**config.mk**
```make
export PLATFORM = sky130hd
export DESIGN_NAME = divider_iterative
export DESIGN_NICKNAME = d
export VERILOG_FILES = /design/src/rtl/divider_pkg.sv /design/src/rtl/divider_iterative_step.sv /design/src/rtl/divider_iterative.sv
export SDC_FILE = /design/constraint.sdc
export NUM_CORES = 1
export LEC_CHECK = 0
export ABC_AREA = 0
export CORE_MARGIN = 5
export CORE_UTILIZATION = 40
export CTS_CLUSTER_DIAMETER = 100
export DETAILED_ROUTE_END_ITERATION = 10
export PLACE_DENSITY_LB_ADDON = 0.15
export SETUP_SLACK_MARGIN = 0.15
export SYNTH_ARGS = -nofsm -noshare
export SYNTH_HDL_FRONTEND = slang
export SYNTH_SLANG_ARGS = --single-unit
```
**constraint.sdc**
```tcl
create_clock -name clk -period 3.94 [get_ports clk]
set_input_delay 0.788 -clock clk [delete_from_list [all_inputs] [get_ports clk]]
set_output_delay 0.788 -clock clk [all_outputs]
set_load 0.05 [all_outputs]
```
**src/rtl/divider_pkg.sv**
```systemverilog
// Shared definitions for the iterative restoring divider: FSM encoding,
// step-counter width and constant helpers used to build all-ones / most-negative values.
package divider_pkg;

  typedef enum logic [2:0] {
    ST_IDLE,
    ST_PREP,
    ST_CALC,
    ST_FIX,
    ST_DONE
  } div_state_t;

  localparam int unsigned MAX_W = 64;

  function automatic int unsigned cnt_width(input int unsigned w);
    return $clog2(w + 1);
  endfunction

  function automatic logic [MAX_W-1:0] all_ones(input int unsigned w);
    logic [MAX_W-1:0] v;
    v = '0;
    for (int unsigned i = 0; i < MAX_W; i++) begin
      if (i < w) v[i] = 1'b1;
    end
    return v;
  endfunction

  function automatic logic [MAX_W-1:0] most_neg(input int unsigned w);
    logic [MAX_W-1:0] v;
    v = '0;
    v[w-1] = 1'b1;
    return v;
  endfunction

endpackage

```
**src/rtl/divider_iterative_step.sv**
```systemverilog
// One combinational radix-2 restoring step: shift in a dividend bit, trial-subtract |D|.
module divider_step
  import divider_pkg::*;
#(
  parameter int unsigned WIDTH_D = 16
) (
  input  logic [WIDTH_D:0]   rem_in,
  input  logic               n_bit,
  input  logic [WIDTH_D-1:0] d_mag,
  output logic [WIDTH_D:0]   rem_out,
  output logic               q_bit
);

  logic [WIDTH_D+1:0] partial;
  logic [WIDTH_D+1:0] diff;

  // One spare bit above the partial remainder makes the borrow a clean sign bit.
  always_comb begin
    partial = {rem_in, n_bit};
    diff    = partial - {2'b00, d_mag};
    q_bit   = ~diff[WIDTH_D+1];
    rem_out = q_bit ? diff[WIDTH_D:0] : partial[WIDTH_D:0];
  end

endmodule

```
**src/rtl/divider_iterative.sv**
```systemverilog
// Sequential radix-2 restoring divider, one quotient bit per cycle, valid/ready both sides.
// Optional div_by_zero output port enabled by defining DIV_ERR_FLAG_EN.
module divider_iterative
  import divider_pkg::*;
#(
  parameter int unsigned WIDTH_N = 16,
  parameter int unsigned WIDTH_D = 16,
  parameter bit          SIGNED  = 1'b0
) (
  input  logic               clk,
  input  logic               rst,
  input  logic               in_valid,
  output logic               in_ready,
  input  logic [WIDTH_N-1:0] N,
  input  logic [WIDTH_D-1:0] D,
  output logic               out_valid,
  input  logic               out_ready,
  output logic [WIDTH_N-1:0] Q,
  output logic [WIDTH_D-1:0] R
`ifdef DIV_ERR_FLAG_EN
  ,
  output logic               div_by_zero
`endif
);

  localparam int unsigned          CNT_W      = cnt_width(WIDTH_N);
  localparam logic [CNT_W-1:0]     CNT_LAST   = CNT_W'(WIDTH_N - 1);
  localparam logic [CNT_W-1:0]     CNT_ONE    = CNT_W'(1);
  localparam logic [MAX_W-1:0]     ONES_N_F   = all_ones(WIDTH_N);
  localparam logic [MAX_W-1:0]     ONES_D_F   = all_ones(WIDTH_D);
  localparam logic [MAX_W-1:0]     MNEG_N_F   = most_neg(WIDTH_N);
  localparam logic [WIDTH_N-1:0]   ONES_N     = ONES_N_F[WIDTH_N-1:0];
  localparam logic [WIDTH_D-1:0]   ONES_D     = ONES_D_F[WIDTH_D-1:0];
  localparam logic [WIDTH_N-1:0]   MOST_NEG_N = MNEG_N_F[WIDTH_N-1:0];

  div_state_t state_q, state_d;

  logic [WIDTH_N-1:0] n_cap;
  logic [WIDTH_D-1:0] d_cap;
  logic [WIDTH_N-1:0] quo;
  logic [WIDTH_D:0]   rem;
  logic [WIDTH_D:0]   rem_next;
  logic [WIDTH_D-1:0] d_mag;
  logic [CNT_W-1:0]   cnt;
  logic               sign_q, sign_r;
  logic [WIDTH_N-1:0] q_out;
  logic [WIDTH_D-1:0] r_out;
  logic               q_bit;
  logic               d_zero, ovf, n_neg, d_neg;

  assign d_zero = (d_cap == '0);
  assign n_neg  = SIGNED & n_cap[WIDTH_N-1];
  assign d_neg  = SIGNED & d_cap[WIDTH_D-1];
  assign ovf    = SIGNED & (n_cap == MOST_NEG_N) & (d_cap == ONES_D);

  divider_step #(.WIDTH_D(WIDTH_D)) u_step (
    .rem_in  (rem),
    .n_bit   (quo[WIDTH_N-1]),
    .d_mag   (d_mag),
    .rem_out (rem_next),
    .q_bit   (q_bit)
  );

  always_ff @(posedge clk or posedge rst) begin
    if (rst) state_q <= ST_IDLE;
    else     state_q <= state_d;
  end

  // Special results bypass CALC but still take one FIX cycle (with no sign
  // fix-up), giving them a fixed two-cycle latency.
  always_comb begin
    state_d = state_q;
    unique case (state_q)
      ST_IDLE: if (in_valid) state_d = ST_PREP;
      ST_PREP: state_d = (d_zero || ovf) ? ST_FIX : ST_CALC;
      ST_CALC: if (cnt == '0) state_d = ST_FIX;
      ST_FIX:  state_d = ST_DONE;
      ST_DONE: if (out_ready) state_d = ST_IDLE;
      default: state_d = ST_IDLE;
    endcase
  end

  always_ff @(posedge clk or posedge rst) begin
    if (rst) begin
      n_cap  <= '0;
      d_cap  <= '0;
      quo    <= '0;
      rem    <= '0;
      d_mag  <= '0;
      cnt    <= '0;
      sign_q <= 1'b0;
      sign_r <= 1'b0;
      q_out  <= '0;
      r_out  <= '0;
    end else begin
      unique case (state_q)
        ST_IDLE: begin
          if (in_valid) begin
            n_cap <= N;
            d_cap <= D;
          end
        end
        ST_PREP: begin
          cnt <= CNT_LAST;
          rem <= '0;
          if (d_zero) begin
            quo    <= ONES_N;
            rem    <= {1'b0, n_cap[WIDTH_D-1:0]};
            sign_q <= 1'b0;
            sign_r <= 1'b0;
          end else if (ovf) begin
            quo    <= n_cap;
            sign_q <= 1'b0;
            sign_r <= 1'b0;
          end else begin
            quo    <= n_neg ? -n_cap : n_cap;
            d_mag  <= d_neg ? -d_cap : d_cap;
            sign_q <= n_neg ^ d_neg;
            sign_r <= n_neg;
          end
        end
        ST_CALC: begin
          quo <= {quo[WIDTH_N-2:0], q_bit};
          rem <= rem_next;
          cnt <= cnt - CNT_ONE;
        end
        ST_FIX: begin
          q_out <= sign_q ? -quo : quo;
          r_out <= sign_r ? -rem[WIDTH_D-1:0] : rem[WIDTH_D-1:0];
        end
        default: ;
      endcase
    end
  end

  assign in_ready  = (state_q == ST_IDLE);
  assign out_valid = (state_q == ST_DONE);
  assign Q         = q_out;
  assign R         = r_out;

`ifdef DIV_ERR_FLAG_EN
  assign div_by_zero = (state_q == ST_DONE) & d_zero;
`endif

endmodule

```
==> results.json <==
{
  "clk_latency_ps": 410,
  "grt_pass1_vias": 4357,
  "nets": 622,
  "rr_worst_depth": 9,
  "timing.rr.end": "rem[1]",
  "rsz0062_at_grt": "no",
  "drc": 0,
  "post-dp-hpwl_um": 9711,
  "hp-start": "cnt[4]",
  "power.leakage_uw": 0.003270,
  "cap_violations": 0,
  "place_ws_ps": 1112,
  "crit_top_cell": "a21o_1",
  "grtUsageTotal_pct": 16.44,
  "antenna_found_initial": 0,
  "synth-seq-area-share_pct": 50.95,
  "critPathArrivalTime_ps": 3160,
  "yosysTopAreaCell": "dfrtp_1",
  "post_dp_cell_area_um2": 6755,
  "syn_avg_cell_area_um2": 11.89,
  "cts_buffers": 17,
  "dr.pass1.iters": 4,
  "ir_worst_vdd_v": 0.0003924,
  "period_needed_ps": 2841,
  "synthArstFlopShare_pct": 100.0,
  "clkPwrFrac_pct": 20.5,
  "post_cts_resized": 0,
  "dr_wl_met3_um": 630,
  "final.period_utilization_pct": 72.12,
  "htree_num_levels": 4,
  "finalSetupTns_ps": 0,
  "synthTopCellsByArea": "dfrtp_1 (51%), mux2_2 (12%), a22oi_1 (4.0%)",
  "hold_end": "cnt[4]",
  "yosys.cell_types.count": 61,
  "powerDensity_nw_per_um2": 977.6,
  "cp-start-kind": "flop",
  "path_buf_inv": 1,
  "synth_edf_count": 0,
  "grt_max_degree": 122,
  "hold_violations": 0,
  "area_growth_pct": 22.88,
  "p_int_uw": 4252,
  "ys_ff_latch": 121,
  "worstSetupEndpointType": "flop",
  "worst_slack_ps": 1099,
  "max_stage_delay_ps": 420,
  "finalInstanceArea_um2": 7303,
  "finalWeightedCongestion": 0.7775,
  "yosys.area.top_type_share_pct": 50.95,
  "grt_pass1_wl_um": 22950,
  "portBuffers": 69,
  "comb_power_share_pct": 48.2,
  "cts_hold_buf": 0,
  "met1_length_um": 6185,
  "initial_core_util_pct": 40.89,
  "cp.required_ps": 4260,
  "die_h_um": 131.9,
  "max_freq_mhz": 351.9,
  "hold_slack_ps": 486.4,
  "hp-class": "reg2reg",
  "postRouteWirelength_um": 13770,
  "dr_total_vias": 4147,
  "clock-root-buffer": "clkbuf_16",
  "worstSetupPathType": "reg2reg",
  "layout-drive-gt1-share_pct": 19.48,
  "clock_tree.buffer_depth": 2,
  "power_frac_seq_pct": 31.3,
  "vias_per_cell": 5.464,
  "diodes": 0,
  "core_area_um2": 14530,
  "wl_per_cell_um": 18.14,
  "regArea_um2": 3028,
  "p_sw_uw": 2888,
  "synth_warnings": 0,
  "finClkSkew_ps": 8.218,
  "die-area_um2": 17400,
  "r2r_slack_ps": 1100,
  "grt-ovfl-total": 0,
  "cp_cell_sequence": "ha_1, a21o_1, a31o_1, a21o_1, a21oi_1, o311a_1, buf_4, mux2_4, o21ai_1",
  "tightest_slew_ps": 1016,
  "cts_tree": "built",
  "multi_input_area_um2": 2625,
  "io_pins": 70,
  "status": "completed",
  "die_x_um": 131.9,
  "setup_violations": 0,
  "maxSlewViolCount": 0,
  "ys.flop_type": "dfrtp_1",
  "wl_met2_um": 6731,
  "synth_nets": 555,
  "maxSlewHeadroom_pct": 32.20,
  "syn_area_um2": 5943,
  "top_layer": "met4",
  "crit_fanout": 11,
  "nFillCells": 1331,
  "r2r-start": "rem[11]",
  "drt-initial-drc-count": 242,
  "crit_start": "rem[11]",
  "crit_slowest_cell": "ha_1",
  "path_clk_slew_ps": 50,
  "min_path_cells": 1,
  "num_rows": 44,
  "ant_nets": 0,
  "cpLargestDelayFamily": "compound AO/OA/AOI/OAI gates",
  "postCtsSetupBuffers": 0,
  "syn_inst": 500,
  "clock-sinks": 121,
  "swShare_pct": 40.45
}
-- worst max-delay path by stage --
stage                end  cells after the start
6_report          rem[1]                      9
5_1_grt           rem[1]                      9
4_1_cts           rem[1]                      9
3_5_place_dp      rem[1]                      9
3_3_place_gp      rem[1]                      9
2_1_floorplan  n_cap[10]                      6
-- through the flow --
stage / power, µW / std cells / util [%]
after floorplan: 4905 / 500 / -
after global placement: 5661 / 732 / 46.48
after detailed placement: 5724 / 732 / 46.48
after CTS: 7230 / 759 / 50.25
after global routing: 7646 / 759 / 50.25
final: 7140 / 759 / 50.25
-- registers in the layout, summed over array words and instances, names as in the netlist --
name	flops
state_q	3
cnt	5
quo	16
Q	16
R	16
d_cap	16
d_mag	16
rem	17
n_cap	16
-- cell type report --
cell class,count,area share (%)
Clock buffer,23,6.544
Clock inverter,4,0.9594
Inverter,28,1.490
Multi-Input combinational cell,322,35.94
Sequential cell,121,41.46
Tap cell,184,3.152
Timing Repair Buffer,77,10.45
-- cell usage after synthesis (2+ instances only) --
| cell | number |
|---|---|
| dfrtp_1 | 121 |
| mux2_2 | 61 |
| a22oi_1 | 32 |
| inv_1 | 27 |
| nand2_1 | 24 |
| o21ai_0 | 22 |
| ha_1 | 18 |
| a21oi_1 | 17 |
| clkbuf_1 | 17 |
| mux2_1 | 17 |
| o21ai_1 | 16 |
| mux2i_1 | 13 |
| nor2_1 | 9 |
| xnor2_1 | 9 |
| a21o_1 | 7 |
| buf_2 | 6 |
| nor3_1 | 6 |
| nor4_1 | 6 |
| nand3b_1 | 5 |
| o211ai_1 | 5 |
| a31oi_1 | 4 |
| nand3_1 | 4 |
| buf_6 | 3 |
| xor2_1 | 3 |
| a31o_1 | 2 |
| and2_1 | 2 |
| and3_1 | 2 |
| and3_2 | 2 |
| mux2_4 | 2 |
| nand2_2 | 2 |
| nand2b_1 | 2 |
| nor2b_1 | 2 |
| nor3_2 | 2 |
| o2111ai_1 | 2 |
| o21a_1 | 2 |
-- cells in the final DEF, fill, tap and decap left out, types with 3 or more instances in the layout --
master and count:
o21ai_0 22, nor4_1 6, dfrtp_1 121, nand3b_1 5
o21ai_1 16, clkbuf_8 3, nand3_1 4, nand2_1 24
clkdlybuf4s50_1 69, mux2i_1 13, nor2_1 8, xnor2_1 9
a21o_1 7, buf_4 7, xor2_1 3, o211ai_1 5
a22oi_1 32, nor3_1 6, a21oi_1 17, clkbuf_1 3
ha_1 18, mux2_2 61, inv_1 26, clkbuf_16 17
mux2_1 17, a31oi_1 4
-- logic make-up after synthesis --
family / Yosys count / synth area share [%]
multiplexers: 93 / 17.47
XOR/XNOR: 12 / 1.769
AND/OR/NAND/NOR: 74 / 6.716
adder cells (fa/ha/maj): 19 / 4.126
AO/OA/AOI/OAI: 124 / 13.96
buffers and inverters: 57 / 5.010
flip-flops: 121 / 50.95
-- layer usage --
metal  GRT usage [%]  up-vias
li1                -     1956
met1           21.46     2092
met2           26.25       85
met3           4.504       14
met4           6.000        0
met5               0        -
-- power by group through the flow --
stage / registers, µW / clock network [µW] / logic, µW
finish: 2240 / 1460 / 3440
global route: 2310 / 1560 / 3770
CTS: 2250 / 1500 / 3480
detailed placement: 2260 / 0 / 3460
global placement: 2250 / 0 / 3410
floorplan: 2530 / 0 / 2380
-- worst reg2reg max path: stages (launching register included) --
cell and delay, ps:
dfrtp_1 410, ha_1 420, a21o_1 270, a31o_1 200, a21o_1 170, a21oi_1 130, o311a_1 410, buf_4 300
mux2_4 320, o21ai_1 120
Power figures use the tool's default switching activity.
